**src/rtl/dmem_atomic_responder_if.sv**
```systemverilog
// dmem_atomic_responder_if: MEM-stage request, memory port and snoop signals of one core's data side.
interface dmem_atomic_responder_if #(parameter int WORD_W = 32);
    logic              dmemren, dmemwen, datomic, halt, dhit;
    logic              dREN, dWEN, dwait, snoop_wen;
    logic [WORD_W-1:0] dmemaddr, dmemstore, dmemload, daddr, dstore, dload, snoop_addr;
    modport slave (
        input  dmemren, dmemwen, datomic, dmemaddr, dmemstore, halt, dwait, dload, snoop_wen, snoop_addr,
        output dhit, dmemload, dREN, dWEN, daddr, dstore
    );
    modport master (
        output dmemren, dmemwen, datomic, dmemaddr, dmemstore, halt, dwait, dload, snoop_wen, snoop_addr,
        input  dhit, dmemload, dREN, dWEN, daddr, dstore
    );
endinterface

```
**src/rtl/dmem_atomic_responder.sv**
```systemverilog
// dmem_atomic_responder: sequences MEM-stage requests onto the dcache port and owns the LL/SC link register.
module dmem_atomic_responder #(
    parameter int WORD_W   = 32,
    parameter int ADDR_LSB = 2
) (
    input logic                    CLK,
    input logic                    nRST,
    dmem_atomic_responder_if.slave bus
);
    localparam int LA_W = WORD_W - ADDR_LSB;
    typedef enum logic [1:0] {IDLE, ACCESS, DONE} state_t;
    state_t          state;
    logic            is_wr, is_at, link_valid;
    logic [LA_W-1:0] link_addr, req_word, cur_word, snoop_word;
    logic            req, sc_fail, complete, ll_done, link_clear;
    always_comb begin
        req_word   = LA_W'(bus.dmemaddr >> ADDR_LSB);
        cur_word   = LA_W'(bus.daddr >> ADDR_LSB);
        snoop_word = LA_W'(bus.snoop_addr >> ADDR_LSB);
        req        = state == IDLE && !bus.halt && (bus.dmemren || bus.dmemwen);
        sc_fail    = req && bus.dmemwen && bus.datomic && !(link_valid && link_addr == req_word);
        complete   = state == ACCESS && !bus.dwait;
        ll_done    = complete && !is_wr && is_at;
        link_clear = bus.halt || (bus.snoop_wen && snoop_word == link_addr) || sc_fail ||
                     (complete && is_wr && (is_at || cur_word == link_addr));
    end
    always_ff @(posedge CLK or negedge nRST) begin
        if (!nRST) begin
            state        <= IDLE;
            is_wr        <= 1'b0;
            is_at        <= 1'b0;
            link_valid   <= 1'b0;
            link_addr    <= '0;
            bus.dhit     <= 1'b0;
            bus.dmemload <= '0;
            bus.dREN     <= 1'b0;
            bus.dWEN     <= 1'b0;
            bus.daddr    <= '0;
            bus.dstore   <= '0;
        end else begin
            bus.dhit <= 1'b0;
            // A snoop hitting the word being linked in the same cycle wins over the LL set.
            if (ll_done) begin
                link_valid <= !(bus.halt || (bus.snoop_wen && snoop_word == cur_word));
                link_addr  <= cur_word;
            end else if (link_clear) begin
                link_valid <= 1'b0;
            end
            case (state)
                IDLE: if (req) begin
                    bus.daddr  <= bus.dmemaddr;
                    bus.dstore <= bus.dmemstore;
                    is_wr      <= bus.dmemwen;
                    is_at      <= bus.datomic;
                    if (sc_fail) begin
                        bus.dmemload <= '0;
                        bus.dhit     <= 1'b1;
                        state        <= DONE;
                    end else begin
                        bus.dREN <= !bus.dmemwen;
                        bus.dWEN <= bus.dmemwen;
                        state    <= ACCESS;
                    end
                end
                ACCESS: if (!bus.dwait) begin
                    bus.dREN <= 1'b0;
                    bus.dWEN <= 1'b0;
                    bus.dhit <= 1'b1;
                    state    <= DONE;
                    if (!is_wr) bus.dmemload <= bus.dload;
                    else if (is_at) bus.dmemload <= WORD_W'(1);
                end
                // DONE is a bubble so the still-held request is not re-issued before EX/MEM advances.
                default: state <= IDLE;
            endcase
        end
    end
endmodule

```
**src/flat_wrapper.sv**
```systemverilog
// flat-port wrapper written by rule: the top's interface ports become plain ports
module dmem_atomic_responder_flat 
#(
    parameter int WORD_W   = 32,
    parameter int ADDR_LSB = 2
)
  (CLK, nRST, bus_dmemren, bus_dmemwen, bus_datomic, bus_dmemaddr, bus_dmemstore, bus_halt, bus_dwait, bus_dload, bus_snoop_wen, bus_snoop_addr, bus_dhit, bus_dmemload, bus_dREN, bus_dWEN, bus_daddr, bus_dstore);
  dmem_atomic_responder_if #(.WORD_W(WORD_W)) bus_i ();
  input logic CLK;
  input logic nRST;
  input wire logic [$bits(bus_i.dmemren)-1:0] bus_dmemren;
  input wire logic [$bits(bus_i.dmemwen)-1:0] bus_dmemwen;
  input wire logic [$bits(bus_i.datomic)-1:0] bus_datomic;
  input wire logic [$bits(bus_i.dmemaddr)-1:0] bus_dmemaddr;
  input wire logic [$bits(bus_i.dmemstore)-1:0] bus_dmemstore;
  input wire logic [$bits(bus_i.halt)-1:0] bus_halt;
  input wire logic [$bits(bus_i.dwait)-1:0] bus_dwait;
  input wire logic [$bits(bus_i.dload)-1:0] bus_dload;
  input wire logic [$bits(bus_i.snoop_wen)-1:0] bus_snoop_wen;
  input wire logic [$bits(bus_i.snoop_addr)-1:0] bus_snoop_addr;
  output wire logic [$bits(bus_i.dhit)-1:0] bus_dhit;
  output wire logic [$bits(bus_i.dmemload)-1:0] bus_dmemload;
  output wire logic [$bits(bus_i.dREN)-1:0] bus_dREN;
  output wire logic [$bits(bus_i.dWEN)-1:0] bus_dWEN;
  output wire logic [$bits(bus_i.daddr)-1:0] bus_daddr;
  output wire logic [$bits(bus_i.dstore)-1:0] bus_dstore;
  assign bus_i.dmemren = bus_dmemren;
  assign bus_i.dmemwen = bus_dmemwen;
  assign bus_i.datomic = bus_datomic;
  assign bus_i.dmemaddr = bus_dmemaddr;
  assign bus_i.dmemstore = bus_dmemstore;
  assign bus_i.halt = bus_halt;
  assign bus_i.dwait = bus_dwait;
  assign bus_i.dload = bus_dload;
  assign bus_i.snoop_wen = bus_snoop_wen;
  assign bus_i.snoop_addr = bus_snoop_addr;
  assign bus_dhit = bus_i.dhit;
  assign bus_dmemload = bus_i.dmemload;
  assign bus_dREN = bus_i.dREN;
  assign bus_dWEN = bus_i.dWEN;
  assign bus_daddr = bus_i.daddr;
  assign bus_dstore = bus_i.dstore;
  dmem_atomic_responder #(.WORD_W(WORD_W), .ADDR_LSB(ADDR_LSB)) u_core (.CLK(CLK), .nRST(nRST), .bus(bus_i));
endmodule
```
**config.mk**
```make
export PLATFORM = sky130hd
export DESIGN_NAME = dmem_atomic_responder_flat
export DESIGN_NICKNAME = d
export VERILOG_FILES = /design/src/rtl/dmem_atomic_responder_if.sv /design/src/rtl/dmem_atomic_responder.sv /design/src/flat_wrapper.sv
export SDC_FILE = /design/constraint.sdc
export NUM_CORES = 1
export LEC_CHECK = 0
export BUFFER_PORTS_ARGS = -buffer_cell sky130_fd_sc_hd__buf_4
export CORE_UTILIZATION = 39
export CTS_CLUSTER_DIAMETER = 40
export DETAILED_ROUTE_END_ITERATION = 6
export PLACE_DENSITY = 0.73
export SYNTH_ARGS = -nofsm -noshare
export SYNTH_HDL_FRONTEND = slang
export SYNTH_SLANG_ARGS = --single-unit
```
**constraint.sdc**
```tcl
create_clock -name CLK -period 3.5 [get_ports CLK]
set_clock_uncertainty 0.2 [all_clocks]
set_input_delay 0.35 -clock CLK [delete_from_list [all_inputs] [get_ports CLK]]
set_output_delay 0.35 -clock CLK [all_outputs]
set_load 0.005 [all_outputs]
```
# Word level (Yosys, flattened, before mapping)
# Cells that the tools add are included.
# W data, S select, Z words.
[word_totals] register_bits=134 input_bits=136 output_inout_bits=99
[classes] n_eq_ne=10 n_mux=23 reduce_logical=32
[ops] operator="$mux W32" n=5
[ops] operator="$eq A30 B30 Y1" n=4
[ops] operator="$pmux W32 S2" n=1
[ops] operator="$logic_and A1 B1 Y1" n=13
[ops] operator="$mux W1" n=10
[ops] operator="$logic_not A1 Y1" n=6
[ops] operator="$logic_or A1 B1 Y1" n=6
[ops] operator="$mux W2" n=3
[ops] operator="$pmux W1 S2" n=3
[ops] operator="$reduce_and A5 Y1" n=1
[ops] operator="$ne A2 B1 Y1 const B" n=2
[ops] operator="$ne A2 B2 Y1 const B" n=2
[ops] operator="$pmux W2 S2" n=1
[ops] operator="$reduce_and A2 Y1" n=2
[ops] operator="$reduce_and A4 Y1" n=1
[ops] operator="$reduce_bool A2 Y1" n=2
[ops] operator="$ne A3 B3 Y1 const B" n=1
[ops] operator="$eq A2 B1 Y1 const B" n=1
[ops] operator="$logic_not A2 Y1" n=1

# Depth between registers and ports, before layout
# Gate-level depths: netlist (run 1).
[depth] ltp_word=10 ltp_mapped=7 mapped_depth_nobuf=6

# Worst setup path before layout (run 1)
# Ideal clock, no wire load.
[synth_path] kind="register -> register" startpoint="register u_core.link_addr[17]" endpoint="register u_core.bus.dREN" setup_time_ns=0.121 arrival_time_ns=1.750 slack_ns=1.429 path_stages_with_launch=7 path_buffers=0 period_less_slack_ns=2.071 cell_sequence="dfrtp_1 xor2_1 nor4_1 nand4_1 nor4_4 o22ai_1 a22o_1"
[synth_via] elab_chain_len=6
[synth_lines] item="start, declared" line_no="dmem_atomic_responder.sv:14" rtl="logic [LA_W-1:0] link_addr, req_word, cur_word, snoop_word;"
[synth_lines] item="start signal, assigned" line_no="dmem_atomic_responder.sv:45" rtl="link_addr <= cur_word;"
[synth_lines] item="$eq A30 B30 Y1" line_no="dmem_atomic_responder.sv:21" rtl="sc_fail = req && bus.dmemwen && bus.datomic && !(link_valid && link_addr == req_word);"
[synth_lines] item="$logic_and A1 B1 Y1" line_no="dmem_atomic_responder.sv:21"
[synth_lines] item="$logic_not A1 Y1" line_no="dmem_atomic_responder.sv:21"
[synth_lines] item="$logic_and A1 B1 Y1" line_no="dmem_atomic_responder.sv:21"
[synth_lines] item="$ne A2 B2 Y1 (no line)"
[synth_lines] item="$reduce_and A4 Y1 (no line)"
[synth_lines] item="end signal, assigned" line_no="dmem_atomic_responder.sv:60" rtl="bus.dREN <= !bus.dmemwen;"
[synth_lines] item="end, declared" line_no="dmem_atomic_responder_if.sv:8" rtl="output dhit, dmemload, dREN, dWEN, daddr, dstore"
# Every way passes these cells.
# A chain may end at the register's enable or synchronous reset.

# Worst setup path after layout (run 1)
[layout_path] startpoint="input port bus_dmemaddr[18]" endpoint="register u_core.link_valid"
[layout_via] elab_chain_len=7
[layout_lines] item="start, declared" line_no="flat_wrapper.sv:14" rtl="input wire logic [$bits(bus_i.dmemaddr)-1:0] bus_dmemaddr;"
[layout_lines] item="$eq A30 B30 Y1" line_no="dmem_atomic_responder.sv:21"
[layout_lines] item="$logic_and A1 B1 Y1" line_no="dmem_atomic_responder.sv:21"
[layout_lines] item="$logic_not A1 Y1" line_no="dmem_atomic_responder.sv:21"
[layout_lines] item="$logic_and A1 B1 Y1" line_no="dmem_atomic_responder.sv:21"
[layout_lines] item="$logic_or A1 B1 Y1 (2 in series)" line_no="dmem_atomic_responder.sv:24" rtl="link_clear = bus.halt || (bus.snoop_wen && snoop_word == link_addr) || sc_fail ||"
[layout_lines] item="$reduce_bool A2 Y1 (no line)"
[layout_lines] item="end signal, assigned" line_no="dmem_atomic_responder.sv:44" rtl="link_valid <= !(bus.halt || (bus.snoop_wen && snoop_word == cur_word));"
[layout_lines] item="end, declared" line_no="dmem_atomic_responder.sv:13" rtl="logic is_wr, is_at, link_valid;"
# Every way passes these cells.

==> results of run 1 <==
per-stage QoR:
stage | cell area (sq um) | utilization [%]
finish | 10200 | 61.7
CTS | 10200 | 61.7
global route | 10200 | 61.7
floorplan | 6600 | -
global placement | 8580 | 51.9
detailed placement | 8580 | 51.9
path summary, 6_finish.rpt:
check	startpoint	end	slack [ns]	depth (start not counted)
worst max-delay path	bus_dmemaddr[18]	u_core.link_valid$_DFFE_PN0P_	0.84	8
worst min-delay path	bus_dload[6]	u_core.bus.dmemload[6]$_DFFE_PN0P_	0.01	3
worst max register to register	u_core.state[0]$_DFFE_PN0P_	u_core.bus.dREN$_DFFE_PN0P_	0.88	5
worst min register to register	u_core.bus.dstore[17]$_DFFE_PN0P_	u_core.bus.dstore[17]$_DFFE_PN0P_	0.27	2
max in group asynchronous	nRST	u_core.bus.dmemload[29]$_DFFE_PN0P_	1.97	3
min in group asynchronous	nRST	u_core.bus.dstore[0]$_DFFE_PN0P_	0.31	2
per-layer routing:
layer | vias to the layer above | share of wire (%) | GRT usage, %
li1 | 2950 | - | -
met3 | 47 | 6.1 | 6.11
met4 | 0 | 2.8 | 9.56
met5 | - | 0 | 0
met2 | 218 | 47 | 38.5
met1 | 2979 | 44 | 31.4
area by class of cell:
class                   count  area [sq um]  area share, %
flip-flops and latches    134          3350           32.9
inverters                  10          37.5          0.368
clock inverters            11           196           1.93
repair buffers            333          2750           27.0
clock buffers              21           470           4.62
multi-input cells         508          3110           30.5
well taps                 220           275           2.70
worst max-delay path, stage by stage:
cell,delay [ns]
dlygate4sd3_1,0.53
buf_4,0.14
xor2_1,0.18
nor4_1,0.41
nand2_1,0.16
nor4_4,0.48
nor2_4,0.26
o31ai_1,0.28
cell families (layout without fill, tap and decap cells):
group	count (synthesis)	in the layout	synth area share, %
AOI/OAI and AO/OA	90	90	8.69
DFF	134	134	50.8
buffers and inverters	40	375	2.64
muxes	30	30	5.12
and+or+nand+nor	275	275	17.7
xor gates and xnor gates	113	113	15.0
power groups by stage:
stage | Combinational, mW | Sequential (mW) | Clock [mW]
3_5_place_dp | 2.80 | 2.93 | 0
4_1_cts | 2.91 | 2.93 | 2.04
6_report | 2.91 | 2.95 | 2.00
2_1_floorplan | 1.47 | 2.84 | 0
3_3_place_gp | 2.75 | 2.91 | 0
5_1_grt | 3.19 | 3.04 | 2.11
registers in the layout, summed over array words and instances, names as in the netlist:
signal and count:
u_core.bus.dhit 1, u_core.state 2, u_core.bus.dmemload 32, u_core.link_addr 30
u_core.link_valid 1, u_core.bus.daddr 32, u_core.is_at 1, u_core.bus.dstore 32
u_core.is_wr 1, u_core.bus.dWEN 1, u_core.bus.dREN 1
Yosys cell counts (8+ instances only):
cell      number
nand4_1       19
mux2_2        30
o22ai_1        8
dfrtp_1      134
xor2_1        44
inv_1         10
o21ai_0       11
o21ai_1       29
clkbuf_1      20
nand2_1      226
xnor2_1       69
a22oi_1       32
nor4_1        15
repair_timing:
item / in CTS / in global routing
endpoints found under the setup margin: 0 / 0
setup buffers: 0 / 0
hold buffers: 94 / 0
endpoints found under the hold margin: 162 / 0
==> flow_summary_export.csv, run 1 <==
group,metric,value,unit
status,outcome,"completed",
synthesis,synth_ff_type,"dfrtp_1",
timing,holdWs,0.0144,ns
drt,drc,0,
pwr,ir_drop,0.000390,V
clock_tree,cts_tree,"built",
synthesis,async_flop_share,100,%
drt,drt_first_pass_iters,5,
placement,dp_cells,1111,
synthesis,ys_warn_count,0,
synthesis,synthTopCellsByArea,"dfrtp_1 (51%), nand2_1 (13%), xnor2_1 (9.2%)",
placement,dp_hpwl,13700,um
synthesis,ys_ff_latch,134,
worst_setup_path,required,3.63,ns
placement,dpl_worst_slack,0.840,ns
global_route,antenna_found_initial,0,
cells_and_area,fillerInstances,1341,
cells_and_area,syn2layout_area_growth,54.5,%
drt,drtIter0Drc,396,
placement,port_buffers,232,
clock_tree,path_clk_slew,0.06,ns
synthesis,synth_area,0.00660,sq mm
worst_setup_path,crit_arrival,2.79,ns
worst_setup_path,critPathKind,"in -> reg",
timing,drv_slew,0,
timing,final.setup.tns,0,ns
timing,hold_viol_final,0,
clock_tree,clkLatencyLatePin,0.42,ns
worst_setup_path,cp_max_fo,35,
drt,wl_per_cell,16.7,um
timing,period_share,76.1,%
synthesis,synth_top_cell_area_share,50.8,%
drt,vias_per_cell,5.01,
cells_and_area,drive_above_1_share,30.3,%
die,core,0.0165,sq mm
synthesis,synth.distinct_cells,35,
die,die_h,132,um
clock_tree,post_cts_resized,0,
pwr,swShare,34.9,%
drt,drt-total-wl,20600,um
clock_tree,cts_buffers,17,
timing,fmax,0.376,GHz
cells_and_area,layout_common_cells,"buf_4 (237), nand2_1 (226), dfrtp_1 (134), dlygate4sd3_1 (94), xnor2_1 (69)",
synthesis,synth_nets,818,
pwr,pwr_density_cell,772,mW/mm^2
timing,setup_viol,0,
job,cap_viol_max_count,0,
synthesis,synthCells,682,
timing,rsz0062_at_grt,"false",
drt,antenna_left,0,
placement,place_congestion,0.847,
worst_setup_path,endpoint_kind,"flop",
clock_tree,clk_path_buf_depth,2,
pwr,p_switching,2.74,mW
global_route,grt_pass1_vias,6266,
cells_and_area,finalNetCount,1140,
synthesis,synth-edff-count,0,
die,start_util,39.9,%
synthesis,synth_top_area_cell,"dfrtp_1",
die,rows,47,
worst_hold_path,hold_path_class,"in -> reg",
timing,worst_slack,0.837,ns
pwr,pwr-share-clk,25.5,%
global_route,globalRouteOverflowTotal,0,
cells_and_area,antenna_cells,0,
cells_and_area,instances_no_fill,1237,
timing,tightestPinTransition,1.03,ns
clock_tree,ctsHtreeMaxLevel,4,
worst_setup_path,setup.worst_path.start_class,"primary input",
pwr,power_frac_seq,37.5,%
clock_tree,clk_root_buffer_cell,"clkbuf_16",
timing,slew_headroom,30.8,%
global_route,grt_usage,24.1,%
cells_and_area,final_common_cell,"buf_4",
pwr,comb_power_share,37.0,%
drt,via_count,6194,
synthesis,synth_seq_area_share,50.8,%
pwr,p_int,5.12,mW
timing,fin_crit,2.66,ns
synthesis,avgSynthCellArea,9.67,sq um
die,num_io_pins,235,
clock_tree,cts.sinks,134,
die,dieArea,0.0174,sq mm
global_route,grt_start_max_net_pins,70,
pwr,leakage,4.96,nW
global_route,grt_pass1_wl,32500,um
die,die_w,132,um
pwr,total_power,7.86,mW
Power figures use the tool's default switching activity.
==> run 2, diff against run 1 <==
Settings changed: PLACE_DENSITY 0.73 to 0.76.
Clock period 3.5 ns to 2.2 ns, I/O delays scaled along.
==> flow_summary_export.csv, run 2 (same netlist as run 1, synthesis figures left out) <==
group,metric,value,unit
global_route,grt_pass1_vias,6661,
die,die_w,132,um
drt,drt-total-wl,22100,um
cells_and_area,antenna_cells,0,
cells_and_area,layout_common_cells,"buf_4 (278), nand2_1 (226), dfrtp_1 (130), dlygate4sd3_1 (102), xnor2_1 (68)",
drt,drt_first_pass_iters,5,
clock_tree,ctsHtreeMaxLevel,4,
pwr,pwr_density_cell,1190,mW/mm^2
die,num_io_pins,235,
placement,dp_hpwl,14500,um
clock_tree,cts_buffers,17,
placement,port_buffers,232,
timing,period_share,103,%
die,rows,47,
clock_tree,path_clk_slew,0.06,ns
placement,dpl_worst_slack,-0.147,ns
clock_tree,clk_path_buf_depth,2,
status,outcome,"finished, violations left",
timing,fmax,0.441,GHz
die,start_util,39.9,%
timing,rsz0062_at_grt,"true",
clock_tree,cts_tree,"built",
cells_and_area,top_regs,"u_core.bus.daddr: 32 flops, u_core.bus.dmemload: 32 flops, u_core.bus.dstore: 32 flops",
pwr,ir_drop,0.000600,V
cells_and_area,fillerInstances,1259,
drt,antenna_left,0,
job,cap_viol_max_count,0,
drt,drc,0,
timing,fin_crit,2.27,ns
cells_and_area,instances_no_fill,1297,
placement,place_congestion,0.881,
cells_and_area,multiInputGateArea,0.00319,sq mm
clock_tree,cts.sinks,134,
cells_and_area,final_common_cell,"buf_4",
clock_tree,clk_root_buffer_cell,"clkbuf_16",
worst_setup_path,endpoint_kind,"flop",
placement,dp_cells,1155,
timing,worst_slack,-0.0673,ns
worst_setup_path,critPathKind,"in -> reg",
cells_and_area,syn2layout_area_growth,63.0,%
timing,drv_slew,0,
pwr,leakage,5.28,nW
drt,via_count,6515,
die,die_h,132,um
cells_and_area,drive_above_1_share,35.1,%
drt,drtIter0Drc,351,
global_route,grt_usage,25.7,%
worst_setup_path,required,2.33,ns
timing,slew_headroom,55.4,%
cells_and_area,finalNetCount,1200,
drt,wl_per_cell,17.1,um
timing,hold_viol_final,0,
timing,setup_viol,26,
cells_and_area,seqCellArea,0.00336,sq mm
global_route,antenna_found_initial,0,
drt,vias_per_cell,5.02,
worst_setup_path,setup.worst_path.start_class,"primary input",
worst_setup_path,cp_max_fo,9,
worst_setup_path,crit_arrival,2.40,ns
worst_setup_path,crit-reg2reg-launch,"u_core.link_addr[13]$_DFFE_PN0P_",
timing,tightestPinTransition,0.666,ns
worst_hold_path,hold_path_class,"in -> async",
die,dieArea,0.0174,sq mm
worst_setup_path,crit_start,"bus_dmemaddr[25]",
die,core,0.0165,sq mm
clock_tree,clkLatencyLatePin,0.41,ns
global_route,globalRouteOverflowTotal,0,
status,violations,"setup timing",
global_route,grt_start_max_net_pins,49,
global_route,grt_pass1_wl,34600,um
timing,final.setup.tns,-0.647,ns
-- run 2: report_power, final --
| part | switching [mW] | internal (mW) | total (mW) | leakage [nW] |
|---|---|---|---|---|
| Sequential | 0.971 | 3.50 | 4.47 | 1.62 |
| Combinational | 2.54 | 3.05 | 5.59 | 3.38 |
| Clock | 1.06 | 1.63 | 2.70 | 0.276 |
-- run 2: path summary, 6_finish.rpt --
| path | to | slack (ns) | cells past startpoint |
|---|---|---|---|
| max | u_core.bus.dmemload[20]$_DFFE_PN0P_ | -0.07 | 10 |
| min | u_core.bus.dstore[0]$_DFFE_PN0P_ | 0.10 | 2 |
| max reg2reg | u_core.bus.dmemload[20]$_DFFE_PN0P_ | -0.07 | 7 |
| min reg2reg | u_core.bus.dstore[9]$_DFFE_PN0P_ | 0.27 | 2 |
| max in group asynchronous | u_core.link_addr[5]$_DFFE_PN0P_ | 1.06 | 3 |
| min in group CLK | u_core.link_valid$_DFFE_PN0P_ | 0.21 | 5 |
-- run 2: what timing repair did --
item	CTS	global route
pin swaps	5	5
cloned	1	2
resized for setup	10	15
setup endpoints to repair	31	36
setup buffers	4	1
hold buffers	102	0
hold endpoints to repair	237	0
-- run 2: cell type report --
cell class | instances | share of cell area, %
sequential | 134 | 31.2
inverter | 10 | 0.349
tap | 220 | 2.56
clock inverter | 9 | 0.710
clock buffer | 23 | 4.44
multi-input combinational | 509 | 29.6
timing repair buffer | 392 | 31.1
-- run 2: critical path, cell delays in order --
cell	delay, ns
dlygate4sd3_1	0.58
buf_4	0.15
xor2_1	0.16
nor4_1	0.22
nand4_1	0.20
nor4_4	0.27
buf_4	0.19
nor2_4	0.09
clkbuf_16	0.18
o21ai_1	0.14
-- run 2: through the flow --
step / area (sq um) / power (mW) / hold slack (ns) / util, %
2_1_floorplan: 6600 / 6.85 / -0.276 / -
3_3_place_gp: 9000 / 9.48 / -0.0187 / 54.5
3_5_place_dp: 9000 / 9.66 / -0.0132 / 54.5
4_1_cts: 10600 / 12.6 / 0.109 / 64.4
5_1_grt: 10800 / 13.5 / 0.143 / 65.1
6_report: 10800 / 12.8 / 0.104 / 65.1
-- run 2: layer usage --
layer	vias up	routed length [um]	track usage [%]
met2	275	10900	42.3
met5	-	0	0
li1	3071	-	-
met4	0	758	12.1
met3	55	1380	5.81
met1	3114	9110	32.2
